### src/rtl/adder_pkg.sv
// rtl/adder_pkg.sv - shared width, word type and reset value for the adder family
package adder_pkg;

  localparam int ADDER_W = 8;

  typedef logic [ADDER_W-1:0] adder_word_t;

  localparam adder_word_t ADDER_RST_SUM = '0;

endpackage

### src/rtl/full_adder_1_bit.sv
// rtl/full_adder_1_bit.sv - combinational one-bit full-adder cell
module full_adder_1_bit (
  input  logic a,
  input  logic b,
  input  logic cin,
  output logic s,
  output logic cout
);

  logic half;

  assign half = a ^ b;
  assign s    = half ^ cin;
  assign cout = (a & b) | (cin & half);

endmodule

### src/rtl/full_adder_8_bit.sv
// rtl/full_adder_8_bit.sv - registered 8-bit ripple-carry adder; FULL_ADDER_8_BIT_OVERFLOW_EN adds a signed-overflow flag
module full_adder_8_bit
  import adder_pkg::*;
(
  input  logic              clk,
  input  logic              rst,
  input  logic [ADDER_W-1:0] A,
  input  logic [ADDER_W-1:0] B,
  input  logic              carry_in,
  output logic [ADDER_W-1:0] sum,
`ifdef FULL_ADDER_8_BIT_OVERFLOW_EN
  output logic              overflow,
`endif
  output logic              carry_out
);

  adder_word_t       s;
  logic [ADDER_W:0]  c;

  assign c[0] = carry_in;

  // Plain ripple chain: c[i+1] feeds cell i+1, no lookahead.
  for (genvar i = 0; i < ADDER_W; i++) begin : g_cell
    full_adder_1_bit u_cell (
      .a    (A[i]),
      .b    (B[i]),
      .cin  (c[i]),
      .s    (s[i]),
      .cout (c[i+1])
    );
  end

  always_ff @(posedge clk) begin
    if (rst) begin
      sum       <= ADDER_RST_SUM;
      carry_out <= 1'b0;
    end else begin
      sum       <= s;
      carry_out <= c[ADDER_W];
    end
  end

`ifdef FULL_ADDER_8_BIT_OVERFLOW_EN
  // Carry into and out of the sign bit differ exactly on signed overflow.
  always_ff @(posedge clk) begin
    if (rst) begin
      overflow <= 1'b0;
    end else begin
      overflow <= c[ADDER_W] ^ c[ADDER_W-1];
    end
  end
`endif

endmodule

### config.mk
export PLATFORM = sky130hd
export DESIGN_NAME = full_adder_8_bit
export DESIGN_NICKNAME = d
export VERILOG_FILES = /design/src/rtl/adder_pkg.sv /design/src/rtl/full_adder_1_bit.sv /design/src/rtl/full_adder_8_bit.sv
export SDC_FILE = /design/constraint.sdc
export NUM_CORES = 1
export LEC_CHECK = 0
export ABC_AREA = 1
export BUFFER_PORTS_ARGS = -buffer_cell sky130_fd_sc_hd__buf_2
export CAP_MARGIN = 5
export CORE_AREA = 2 2 39 41
export DETAILED_ROUTE_END_ITERATION = 6
export DIE_AREA = 0 0 41 43
export PLACE_DENSITY = 0.62
export SYNTH_ARGS = -nofsm -noshare
export SYNTH_HDL_FRONTEND = slang
export SYNTH_SLANG_ARGS = --single-unit
export TNS_END_PERCENT = 20
### constraint.sdc
create_clock -name clk -period 3.74 [get_ports clk]
set_clock_uncertainty 0.1 [all_clocks]
set_input_delay 0 -clock clk [delete_from_list [all_inputs] [get_ports clk]]
set_output_delay 0 -clock clk [all_outputs]
set_load 0.02 [all_outputs]
==> flow_summary.toml, run 1 <==
[global_route]
antenna_found_initial = 0
grtUsageTotal_pct = 11.0
grt_max_degree = 10
overflow = 0
grt_pass1_wl_mm = 1.25
grt_pass1_vias = 341

[power]
p_leak_uw = 0.000353
power_frac_comb_pct = 26.8
internal-power_uw = 177
p_seq_share_pct = 43.9
p_sw_share_pct = 29.5
clkPwrFrac_pct = 29.3
p_sw_uw = 74.0
pwr_density_cell_mw_per_mm2 = 408
vdd_drop_max_uv = 92.1

[detailed_routing]
vias = 330
wl_per_cell_um = 8.49
ant_nets = 0
drc = 0
first_iter_violations = 1
wirelength_um = 739
viasPerCell = 3.79
drt_pre_antenna_iters = 2

[timing]
finalHoldViolCount = 0
worst_slack_ns = 0.584
period_minus_slack_ns = 3.16
period_share_pct = 84.4
tns_ns = 0
rsz0062_at_grt = "false"
worst_pin_slew_ns = 0.155
slew_violations = 0
fmax_mhz = 317
timing.slew.headroom_pct = 89.6
final-setup-viol-count = 0

[setup_path]
slowest_stage = "fa_1"
critPathMaxFanout = 1
cp_cell_sequence = "buf_2, inv_1, fa_1, inv_1, fa_1, fa_1, fa_1, fa_1, fa_1, fa_1, inv_1, fa_1, nor2_1"
crit_buf_inv = 4
critical-path-top-delay-family = "adder cells"
slowest_delay_ns = 0.40
endpoint_kind = "flip-flop"
critical_path_class = "in2reg"
crit_path_frequent_cell = "fa_1"
required_ns = 3.84
cp.arrival_ns = 3.25
cp-start-kind = "input port"

[synth]
ys_ff_latch = 9
synth_nets = 67
yosys-top-cells-area = "dfxtp_1, fa_1, inv_1, nor2_1, buf_6"
synth_area_um2 = 434
synth_mux_area_share_pct = 0
yosysTopAreaCell = "dfxtp_1"
synth_compound_gate_area_share_pct = 0
synth_top_area_share_pct = 41.5
synth_top_family_by_area = "adder cells"
synth_seq_area_share_pct = 41.5
synth_fa_ha_area_share_pct = 36.9
yosys.area_share.xor_xnor_pct = 0
yosys.cell_types.count = 5
synth-simple-area-share_pct = 7.78
syn_avg_cell_area_um2 = 10.9
netlist_instances = 40
synth_warnings = 0

[clocking]
cts.sinks = 9
cts_tree = "built"
cts_hold_buf = 1
cts_buffers = 3
cts_buffer_depth = 2
h-tree-depth = 1
cts-root-buf = "clkbuf_4"
path_clk_slew_ns = 0.06
cts_setup_buffers = 0
cts.repair.resized = 0

[finish]
syn2layout_area_growth_pct = 41.5
n_fill_cell = 139
diodes = 0
drive_gt1_share_pct = 42.3
layout.nets = 99

[floorplanning]
core_mm2 = 0.00138
top_level_ports = 28
fp-row-count = 14
die_x_um = 41
dieArea_mm2 = 0.00176
fp.dieH_um = 43
initial_core_util_pct = 31.4

[status]
outcome = "complete, no violations"

[placement]
numPortBuffers = 27
dp_slack_ns = 0.322
place.gp.congestion = 0.627
place_hpwl_um = 623

[min_path]
hold_path_end = "sum[4]"
min_path_cells = 4
holdCritPathClass = "in2reg"
hold_start = "B[4]"

[run]
max-cap-violations = 0
-- sequential cells by signal, summed over array words and instances (netlist names) --
signal     count
sum            8
carry_out      1
-- synthesized netlist by cell type --
library cell	n
inv_1	13
buf_6	1
fa_1	8
nor2_1	9
dfxtp_1	9
-- per-layer routing --
layer	GRT usage (%)	share of wire [%]	vias up
met5	0	0	-
met4	10.0	2.6	0
met3	0	5.1	2
met2	18.8	57	11
met1	11.1	35	149
li1	-	-	168
-- metrics by stage --
step | instances | utilization, % | total power [uW] | cell area (um2) | hold WS [ns]
after floorplan | 40 | - | 153 | 434 | 0.0808
after global placement | 82 | 41.8 | 178 | 578 | 0.174
after detailed placement | 82 | 41.8 | 179 | 578 | 0.184
after CTS | 87 | 44.4 | 254 | 614 | 0.0151
after global routing | 87 | 44.4 | 269 | 614 | 0.0608
final | 87 | 44.4 | 251 | 614 | 0.00874
-- power groups by stage --
stage                     clock network, uW  registers, uW  logic (uW)
after global routing                   77.5            112        79.3
after detailed placement                  0            112        67.0
final                                  73.5            110        67.2
after floorplan                           0            128        25.3
after CTS                              74.9            110        68.6
after global placement                    0            112        66.3
-- final cells by class --
class / count / area (um2) / share of cell area, %
inverter: 13 / 48.8 / 7.94
tap: 16 / 20.0 / 3.26
sequential: 9 / 180 / 29.3
clock buffer: 4 / 26.3 / 4.28
timing repair buffer: 28 / 145 / 23.6
multi-input combinational: 17 / 194 / 31.6
-- kinds of logic (layout without fill, tap and decap cells) --
group,after synthesis,in the layout
and+or+nand+nor,9,9
DFF,9,9
adders and majority gates,8,8
buffers and inverters,14,45
-- cells in the final DEF, fill, tap and decap left out --
| cell type | instances |
|---|---|
| buf_2 | 27 |
| clkbuf_1 | 1 |
| clkbuf_4 | 3 |
| dfxtp_1 | 9 |
| dlygate4sd3_1 | 1 |
| fa_1 | 8 |
| inv_1 | 13 |
| nor2_1 | 9 |
-- worst max-delay path by stage --
| stage | cells past startpoint | from | slack [ns] | endpoint |
|---|---|---|---|---|
| after global placement | 13 | A[0] | 0.33 | sum[7] |
| after global routing | 13 | A[0] | 0.40 | sum[7] |
| after floorplan | 12 | A[0] | 0.52 | sum[7] |
| after CTS | 13 | A[0] | 0.59 | sum[7] |
| final | 13 | A[0] | 0.58 | sum[7] |
| after detailed placement | 13 | A[0] | 0.32 | sum[7] |
No activity file was read; power rests on OpenSTA's default activity.
==> inputs of run 2 (changes only) <==
- PLACE_DENSITY: 0.62 -> 0.65
- clock period: 3.74 -> 2.53 ns (I/O delays scaled with it)
==> run 2 against run 1 <==
  * The flow now finishes with violations (negative setup slack)
  * Count of clock-buffer cells in the layout unchanged
  * Critical endpoint unchanged
  * Hold slack better by 0.030 ns
  * Cell count stayed put
  * Critical path depth stayed put
  * Core utilization grew 3.0 points
==> flow_summary.toml, run 2 (synthesis results as in run 1) <==
[global_route]
overflow = 0
grt_pass1_wl_mm = 1.15
grt_max_degree = 10
antenna_found_initial = 0
grtUsageTotal_pct = 9.86
grt_pass1_vias = 342

[finish]
n_fill_cell = 127
diodes = 0
mostFrequentLayoutCell = "buf_2"
layout.nets = 99
drive_gt1_share_pct = 59.2
finalCoreUtilization_pct = 47.4
largest_register = "sum"
fin_cells = 87
largest_reg_flops = 8
syn2layout_area_growth_pct = 51.0
multi_input_area_um2 = 211
regArea_um2 = 180
final_cell_mix = "buf_2, nor2_1, dfxtp_1"
top_regs = "sum (8), carry_out (1)"

[clocking]
path_clk_slew_ns = 0.06
cts_setup_buffers = 0
h-tree-depth = 1
cts-root-buf = "clkbuf_4"
cts_buffers = 3
cts_buffer_depth = 2
cts_tree = "built"
cts.sinks = 9

[setup_path]
endpoint_kind = "flip-flop"
required_ns = 2.63
critical_path_class = "in2reg"
critPathMaxFanout = 1
cp.arrival_ns = 2.99
worstSetupEndpoint = "sum[7]"
cp-start-kind = "input port"
crit_path_start = "A[0]"

[power]
vdd_drop_max_uv = 129
p_leak_uw = 0.000349
pwr_density_cell_mw_per_mm2 = 579

[timing]
final-setup-viol-count = 3
fmax_mhz = 345
finalHoldViolCount = 0
timing.slew.headroom_pct = 90.2
period_share_pct = 114
worst_slack_ns = -0.365
period_minus_slack_ns = 2.89
rsz0062_at_grt = "true"
slew_violations = 0
worst_pin_slew_ns = 0.146
tns_ns = -0.615

[placement]
place.gp.congestion = 0.568
dp_slack_ns = -0.726
place_hpwl_um = 636
placed_cells = 82
numPortBuffers = 27

[floorplanning]
top_level_ports = 28
initial_core_util_pct = 31.4
dieArea_mm2 = 0.00176
fp.dieH_um = 43
fp-row-count = 14
die_x_um = 41
core_mm2 = 0.00138

[detailed_routing]
viasPerCell = 3.94
wl_per_cell_um = 8.53
drt_pre_antenna_iters = 2
wirelength_um = 742
ant_nets = 0
drc = 0
first_iter_violations = 3
vias = 343

[run]
max-cap-violations = 0

[min_path]
min_path_cells = 4
holdCritPathClass = "in2reg"
hold_start = "B[7]"

[status]
failed_checks = "negative setup slack"
outcome = "finished, violations left"
==> run 2: changes by cell type in the layout (fill, tap and decap cells not counted) <==
| cell | previous run | this run |
|---|---|---|
| inv_2 | 0 | 3 |
| inv_1 | 13 | 8 |
| fa_2 | 0 | 7 |
| fa_1 | 8 | 1 |
| buf_2 | 27 | 24 |
| inv_4 | 0 | 2 |
| buf_6 | 0 | 3 |
==> run 2: report_power, final <==
group | switching (uW) | internal, uW | total [uW]
sequential | 3.50 | 159 | 163
combinational | 60.8 | 47.8 | 109
clock | 47.6 | 60.6 | 108
==> run 2: through the flow <==
step	hold WS, ns	instance area [um2]	power, uW
after floorplan	0.0808	447	229
after global placement	0.183	591	266
after detailed placement	0.182	591	269
after CTS	0.0418	656	381
after global routing	0.0573	656	405
final	0.0392	656	379
==> run 2: how the worst min path moves through the flow <==
stage,end,slack [ns]
after global placement,sum[7],0.18
after floorplan,carry_out,0.08
final,sum[7],0.04
after detailed placement,sum[7],0.18
after global routing,sum[0],0.06
after CTS,sum[0],0.04
==> run 2: metal layers <==
layer	share of wire, %	global-route usage [%]	routed length, um	vias to the layer above
met5	0	0	0	-
met4	3.6	8.00	27	0
met3	8.8	1.57	65	4
met2	57	18.4	422	16
met1	31	7.69	227	154
li1	-	-	-	169
==> run 2: critical path: stages <==
cell and delay [ns]:
buf_6 0.10, inv_4 0.04, fa_2 0.19, inv_2 0.04, fa_2 0.33, fa_2 0.37, fa_2 0.34, fa_2 0.35
fa_2 0.35, fa_2 0.34, inv_2 0.06, fa_1 0.40, nor2_1 0.09
==> run 2: cell type report <==
type	instances	area share (%)
Clock buffer	4	4.01
Timing Repair Buffer	28	25.0
Tap cell	16	3.05
Sequential cell	9	27.5
Multi-Input combinational cell	17	32.3
Inverter	13	8.21
==> run 2: repair_timing <==
item / 4_1_cts / 5_1_grt
pin swaps: 5 / 4
resized for setup: 12 / 0
hold buffers: 1 / 0
endpoints found under the setup margin: 3 / 3
cloned: 0 / 0
hold endpoints to repair: 9 / 0
==> inputs of run 3 (changes only) <==
- REMOVE_ABC_BUFFERS: default -> 1
==> run 3 against run 2 <==
  * The run ends with negative hold slack, negative setup slack left
  * Via count increased by 2.0%
  * Worst setup slack improved by 0.011 ns
  * Non-clock buffer count increased by 4
  * Critical path type unchanged
==> flow_summary.toml, run 3 (synthesis results as in run 1) <==
[global_route]
grt_pass1_vias = 330
grt_pass1_wl_mm = 1.19
grt_max_degree = 10
overflow = 0
antenna_found_initial = 0
grtUsageTotal_pct = 10.5

[finish]
finalCoreUtilization_pct = 48.6
syn2layout_area_growth_pct = 54.8
n_fill_cell = 133
layout.nets = 103
drive_gt1_share_pct = 52.0
largest_register = "sum"
diodes = 0
top_regs = "sum (8), carry_out (1)"
largest_reg_flops = 8
mostFrequentLayoutCell = "buf_2"
final_cell_mix = "buf_2, inv_1, nor2_1, dfxtp_1, fa_2"

[timing]
fmax_mhz = 347
timing.hold.ws_ns = -0.0811
slew_violations = 0
finalHoldViolCount = 4
final-setup-viol-count = 3
period_minus_slack_ns = 2.88
tns_ns = -0.544
period_share_pct = 114
timing.slew.headroom_pct = 89.9
worst_slack_ns = -0.354
rsz0062_at_grt = "true"
worst_pin_slew_ns = 0.152

[min_path]
holdCritPathClass = "in2reg"
min_path_cells = 2

[placement]
place.gp.congestion = 0.609
dp_slack_ns = -0.896
numPortBuffers = 27
place_hpwl_um = 631

[setup_path]
cp.arrival_ns = 2.97
critical_path_class = "in2reg"
critPathMaxFanout = 1
endpoint_kind = "flip-flop"
cp-start-kind = "input port"
required_ns = 2.62

[floorplanning]
fp-row-count = 14
die_x_um = 41
dieArea_mm2 = 0.00176
core_mm2 = 0.00138
top_level_ports = 28
initial_core_util_pct = 31.4
fp.dieH_um = 43

[detailed_routing]
wl_met3_um = 58
wirelength_um = 777
met2RoutedLength_um = 447
viasPerCell = 3.85
ant_nets = 0
vias = 350
drt_pre_antenna_iters = 4
first_iter_violations = 3
top_layer_used = "met4"
wl_per_cell_um = 8.54
drc = 0
wl_met1_um = 248

[clocking]
cts_buffers = 3
h-tree-depth = 1
cts-root-buf = "clkbuf_4"
path_clk_slew_ns = 0.06
cts_tree = "built"
cts_hold_buf = 5
cts.sinks = 9
cts_setup_buffers = 0
cts_buffer_depth = 2

[power]
vdd_drop_max_uv = 136
pwr_density_cell_mw_per_mm2 = 572
p_leak_uw = 0.000381

[status]
failed_checks = "negative hold slack, negative setup slack"
outcome = "finished, violations left"

[run]
max-cap-violations = 0
-- run 3: cell count changes in the layout (fill, tap and decap cells not counted), sizes merged --
cell and change:
dlygate4sd3 +3, dlymetal6s4s +1
-- run 3: repair_timing --
item | CTS | global route
resized for setup | 9 | 1
endpoints found under the setup margin | 3 | 4
endpoints found under the hold margin | 9 | 4
pin swaps | 1 | 1
-- run 3: stage by stage --
step	area [um2]	instances	total power (uW)
6_report	672	91	385
5_1_grt	672	91	415
4_1_cts	669	91	391
3_5_place_dp	578	82	265
3_3_place_gp	578	82	263
2_1_floorplan	423	39	224
-- run 3: path summary, 6_finish.rpt --
path | slack, ns | to | start
max | -0.35 | sum[7] | B[0]
min | -0.08 | sum[7] | rst
-- run 3: worst max-delay path, cell delays in order --
cell and delay [ns]:
buf_2 0.10, inv_2 0.05, fa_1 0.15, inv_1 0.05, fa_2 0.33, fa_2 0.35, fa_2 0.34, fa_2 0.35
fa_2 0.35, fa_2 0.34, inv_2 0.06, fa_1 0.40, nor2_1 0.10
-- run 3: layer usage --
metal	track usage, %	up-vias
li1	-	176
met1	8.36	157
met2	19.7	13
met3	3.14	4
met4	6.00	0
met5	0	-
-- run 3: report_power, final --
group | switching (uW) | internal (uW) | total [uW] | leakage, uW
Clock | 45.0 | 60.4 | 105 | 0.0000150
Sequential | 3.34 | 159 | 162 | 0.0000750
Combinational | 61.9 | 54.8 | 117 | 0.000291
-- run 3: layout make-up --
cell class	instances	area, um2	share of cell area, %
multi-input combinational	17	209	31.1
timing repair buffer	32	188	27.9
sequential	9	180	26.8
inverter	13	48.8	7.26
clock buffer	4	26.3	3.91
tap	16	20.0	2.98
